File: src/rtl/stall_ctrl_pkg.sv
// Shared constants for the pipeline hazard controller: boolean values, default
// geometry, stage indices and the hold-counter width helper.
package stall_ctrl_pkg;

  localparam bit TRUE  = 1'b1;
  localparam bit FALSE = 1'b0;

  localparam int DEF_NUM_STAGES  = 4;
  localparam int DEF_HOLD_CYCLES = 2;
  localparam int DEF_FLUSH_DEPTH = 2;
  localparam int DEF_PERF_W      = 32;

  typedef enum logic [1:0] {
    STG_IF  = 2'd0,
    STG_ID  = 2'd1,
    STG_EX  = 2'd2,
    STG_MEM = 2'd3
  } stage_e;

  // A zero-length hold still needs a one-bit register so the port list stays uniform.
  function automatic int cnt_width(input int hold_cycles);
    return (hold_cycles > 0) ? $clog2(hold_cycles + 1) : 1;
  endfunction

endpackage

File: src/rtl/stall_hold_cnt.sv
// Post-IF-stall PC hold counter: load to HOLD_CYCLES, clear on redirect,
// otherwise count down to zero. Frozen while en is low.
module stall_hold_cnt
  import stall_ctrl_pkg::*;
#(
  parameter int HOLD_CYCLES = DEF_HOLD_CYCLES,
  parameter int CNT_W       = cnt_width(HOLD_CYCLES)
) (
  input  logic clk,
  input  logic rst,
  input  logic en,
  input  logic load,
  input  logic clear,
  output logic busy
);

  localparam logic [CNT_W-1:0] LOAD_VAL = CNT_W'(HOLD_CYCLES);

  logic [CNT_W-1:0] cnt;

  // Load beats clear so a stall that coincides with a redirect still re-arms the wait.
  always_ff @(posedge clk) begin
    if (rst) begin
      cnt <= '0;
    end else if (en) begin
      if (load) begin
        cnt <= LOAD_VAL;
      end else if (clear) begin
        cnt <= '0;
      end else if (cnt != '0) begin
        cnt <= cnt - 1'b1;
      end
    end
  end

  assign busy = (cnt != '0);

endmodule

File: src/rtl/stall_ctrl.sv
// Pipeline hazard controller: per-register hold/bubble/flush strobes with a deferred
// branch flush. Define STALL_PERF_EN to add the saturating stall_cycles counter.
module stall_ctrl
  import stall_ctrl_pkg::*;
#(
  parameter int NUM_STAGES  = DEF_NUM_STAGES,
  parameter int HOLD_CYCLES = DEF_HOLD_CYCLES,
  parameter int FLUSH_DEPTH = DEF_FLUSH_DEPTH,
  parameter int PERF_W      = DEF_PERF_W
) (
  input  logic                  clk,
  input  logic                  rst,
  input  logic                  rdy,
  input  logic [NUM_STAGES-1:0] stall_req,
  input  logic                  flush_req,
  output logic [NUM_STAGES:0]   hold,
  output logic [NUM_STAGES:0]   bubble,
  output logic [NUM_STAGES:0]   flush,
  output logic                  pc_redirect
`ifdef STALL_PERF_EN
  ,
  output logic [PERF_W-1:0]     stall_cycles
`endif
);

  logic [NUM_STAGES:0] base_hold;
  logic                stall_acc;
  logic                busy;
  logic                pend;
  logic                flush_go;

  // A stalled stage freezes every register upstream of it.
  always_comb begin
    base_hold = '0;
    stall_acc = 1'b0;
    for (int k = NUM_STAGES - 1; k >= 1; k--) begin
      stall_acc    = stall_acc | stall_req[k];
      base_hold[k] = stall_acc;
    end
    base_hold[0] = base_hold[1] | stall_req[STG_IF] | busy;
  end

  // The flush waits until nothing beyond the resolving stage is holding.
  assign flush_go = (flush_req | pend) & ~base_hold[FLUSH_DEPTH+1] & rdy & ~rst;

  always_comb begin
    hold        = base_hold;
    flush       = '0;
    bubble      = '0;
    pc_redirect = FALSE;
    if (flush_go) begin
      for (int k = 0; k <= FLUSH_DEPTH; k++) hold[k] = 1'b0;
      for (int k = 1; k <= FLUSH_DEPTH; k++) flush[k] = 1'b1;
      pc_redirect = TRUE;
    end
    for (int k = 1; k <= NUM_STAGES; k++) begin
      bubble[k] = hold[k-1] & ~hold[k] & ~flush[k];
    end
    if (rst || !rdy) begin
      hold        = '1;
      bubble      = '0;
      flush       = '0;
      pc_redirect = FALSE;
    end
  end

  always_ff @(posedge clk) begin
    if (rst) begin
      pend <= FALSE;
    end else if (!rdy) begin
      pend <= pend | flush_req;
    end else begin
      pend <= (flush_req | pend) & ~flush_go;
    end
  end

  stall_hold_cnt #(
    .HOLD_CYCLES (HOLD_CYCLES)
  ) u_hold_cnt (
    .clk   (clk),
    .rst   (rst),
    .en    (rdy),
    .load  (stall_req[STG_IF]),
    .clear (flush_go),
    .busy  (busy)
  );

`ifdef STALL_PERF_EN
  always_ff @(posedge clk) begin
    if (rst) begin
      stall_cycles <= '0;
    end else if (rdy && hold[0] && (stall_cycles != '1)) begin
      stall_cycles <= stall_cycles + 1'b1;
    end
  end
`else
  wire unused_perf_w = (PERF_W > 0);
`endif

endmodule

File: config.mk
export PLATFORM = sky130hd
export DESIGN_NAME = stall_ctrl
export DESIGN_NICKNAME = d
export VERILOG_FILES = /design/src/rtl/stall_ctrl_pkg.sv /design/src/rtl/stall_hold_cnt.sv /design/src/rtl/stall_ctrl.sv
export SDC_FILE = /design/constraint.sdc
export NUM_CORES = 1
export LEC_CHECK = 0
export BUFFER_PORTS_ARGS = -buffer_cell sky130_fd_sc_hd__buf_2
export CORE_AREA = 2 2 39 41
export CTS_CLUSTER_SIZE = 25
export DETAILED_ROUTE_END_ITERATION = 10
export DIE_AREA = 0 0 41 43
export GPL_TIMING_DRIVEN = 0
export PLACE_DENSITY = 0.56
export SKIP_CTS_REPAIR_TIMING = 1
export SLEW_MARGIN = 30
export SYNTH_ARGS = -nofsm -noshare
export SYNTH_HDL_FRONTEND = slang
export SYNTH_HIERARCHICAL = 1
export SYNTH_SLANG_ARGS = --single-unit
File: constraint.sdc
create_clock -name clk -period 1.3 [get_ports clk]
set_input_delay 0.065 -clock clk [delete_from_list [all_inputs] [get_ports clk]]
set_output_delay 0.065 -clock clk [all_outputs]
set_load 0.05 [all_outputs]
==> qor.yml <==
run_status:
  run_status: "finished with violations"
  violations: "negative setup slack"
job:
  cap_violations: 0
logic_synthesis:
  synthTopCellsByCount: "buf_4, inv_1, nor2_1"
  synth_cell_types: 23
  yosysSeqAreaShare_pct: 18.9
  synthTopCellsByArea: "dfxtp_1, buf_4, inv_1"
  synth_seq_cells: 3
  synthArstFlopShare_pct: 0
  yosysTopAreaCellShare_pct: 18.9
  syn-cell-area_um2: 318
  synth_cells: 44
  postSynthAreaPerCell_um2: 7.22
  synth_edf_count: 0
  ys_warn_count: 6
  yosys.area.top_type: "dfxtp_1"
  synth_ff_type: "dfxtp_1"
routing:
  vias: 370
  drt_iter0_drc: 5
  ant_nets: 0
  via_per_inst: 4.11
  drc_errors: 0
  wl_met3_um: 40
  dr.pass1.iters: 3
  drt-met1-wl_um: 351
  wl_per_cell_um: 9.11
  top_layer: "met3"
  routed_wl_um: 820
  dr_wl_met2_um: 428
clock_network:
  cts-buffers-inserted: 3
  tritoncts: "done"
  clock-root-buffer: "clkbuf_4"
  clock-sinks: 3
  clk_latency_ps: 230
  htreeDepth: 1
  cts.reportedPaths.clkPinSlew_ps: 30
  clk_path_buf_depth: 2
pwr:
  power-per-cell-area_nw_per_um2: 787
  comb_power_share_pct: 44.7
  p_int_mw: 0.291
  switching_power_mw: 0.182
  p_leak_nw: 0.287
  p_seq_share_pct: 21.9
  vdd_ir_drop_max_mv: 0.335
  switching_share_pct: 38.5
  pwr-share-clk_pct: 33.4
place:
  port_buffers: 19
  gp_congestion: 0.668
  hpwl_um: 651
die:
  start_util_pct: 23.0
  rows: 14
  fp.dieW_um: 41
  core_area_um2: 1380
  die_height_um: 43
  boundaryPins: 24
  die_area_um2: 1760
final_layout:
  nFillCells: 146
  post-route-util_pct: 43.5
  regArea_um2: 61.3
  n_antenna_cell: 0
  nNetsFinal: 84
  area_delta_synth_final_pct: 89.4
  drive_above_1_share_pct: 64.9
  multi_input_area_um2: 270
sta:
  finalHoldViolations: 0
  report.final.setup_viol: 2
  tns_ps: -199
  rsz0062_at_grt: "yes"
  slew_violations: 0
  clock_skew_ps: 1.94
  layout_setup_ws_ps: -103
  fmax_mhz: 713
  fin_crit_ps: 1400
  fin_crit_sh_pct: 108
setup_path:
  start_kind: "flip-flop"
  cp.required_ps: 1240
  cpMostUsedCell: "inv_2"
  startpoint: "u_hold_cnt/cnt[0]"
  path_max_fanout: 4
  arrival_ps: 1340
  endpoint_kind: "output port"
  crit_chain: "inv_2 > ha_4 > inv_2 > nor3_4 > a32oi_2 > buf_6"
  slowest_stage: "dfxtp_2"
  crit_path_max_incr_delay_ps: 320
  r2r-start: "u_hold_cnt/cnt[0]"
  worst-setup-path-type: "reg -> out"
worst_hold_path:
  worstHoldStart: "rst"
  hp-class: "in -> reg"
grt:
  grt_overflow: 0
  antenna_found_initial: 0
  grt_pass1_wl_um: 1150
  grt_max_degree: 7
  grt_usage_pct: 9.82
  grt_pass1_vias: 299
[state kept, by name, indices dropped and copies added, names as in the netlist]
name and flops:
u_hold_cnt/cnt 2, pend 1
[kinds of logic (layout without fill, tap and decap cells)]
kind of cell    after synthesis  in the layout  share of synthesized area, %
simple gates                 18             18                          38.6
buf+inv                      13             40                          22.4
compound gates                8              8                          15.0
flops                         3              3                          18.9
fa+ha+maj                     1              1                          3.94
other cells                   1              4                          1.18
[through the flow]
| stage | cell area (um2) | setup slack (ps) | hold WS, ps | instances | power, mW |
|---|---|---|---|---|---|
| 6_report | 602 | -103 | 81.8 | 90 | 0.473 |
| 4_1_cts | 518 | -243 | 74.0 | 86 | 0.451 |
| 3_3_place_gp | 492 | -85.2 | 322 | 82 | 0.284 |
| 2_1_floorplan | 377 | -150 | 127 | 47 | 0.245 |
| 3_5_place_dp | 492 | -57.5 | 317 | 82 | 0.285 |
| 5_1_grt | 602 | -169 | 87.1 | 90 | 0.508 |
[worst paths after layout]
kind	cells past startpoint	slack, ps	to
min reg2reg	2	490	u_hold_cnt/cnt[1]
min	2	80	u_hold_cnt/cnt[0]
max	6	-100	hold[0]
max reg2reg	6	150	u_hold_cnt/cnt[1]
[power by group through the flow]
stage / clock [mW] / sequential, mW / combinational (mW)
after global routing: 0.178 / 0.105 / 0.226
after CTS: 0.167 / 0.102 / 0.182
after floorplan: 0 / 0.103 / 0.143
after global placement: 0 / 0.104 / 0.180
final: 0.158 / 0.104 / 0.212
after detailed placement: 0 / 0.104 / 0.181
[worst max-delay path: cells and delay by family (launching register included)]
kind | cells | cell delay, ps
compound gates | 1 | 140
fa+ha+maj | 1 | 150
buf+inv | 3 | 270
flops | 1 | 320
simple gates | 1 | 220
[area by class of cell]
class                   count  share of cell area, %
inverters                   7                   4.37
flip-flops and latches      3                   10.2
clock buffers               4                   4.37
repair buffers             23                   25.4
plain buffers               6                   7.48
well taps                  16                   3.33
multi-input cells          31                   44.9
[cell usage in the layout (no fill, tap or decap)]
master    count
and3_2        1
conb_1        4
inv_2         3
nor3_1        2
o21ai_1       2
ha_4          1
and2b_2       1
and2_1        1
nor4b_4       1
nand2_1       1
or2_4         1
a32oi_2       1
a21oi_1       2
buf_2        14
dfxtp_2       1
buf_6         4
nor4_1        1
clkbuf_4      4
nor2_1        2
nor4_4        1
a21o_2        1
nor3b_4       1
nor2_4        2
nor3_4        1
nor3b_1       1
dfxtp_1       2
buf_4        10
clkbuf_1      1
inv_1         4
o21ai_0       2
nor2b_1       1
[routing by layer]
layer,track usage [%],vias up
met3,3.14,0
met2,14.4,7
met5,0,-
met4,8.00,0
li1,-,202
met1,10.9,161
No activity file was read; power rests on OpenSTA's default activity.
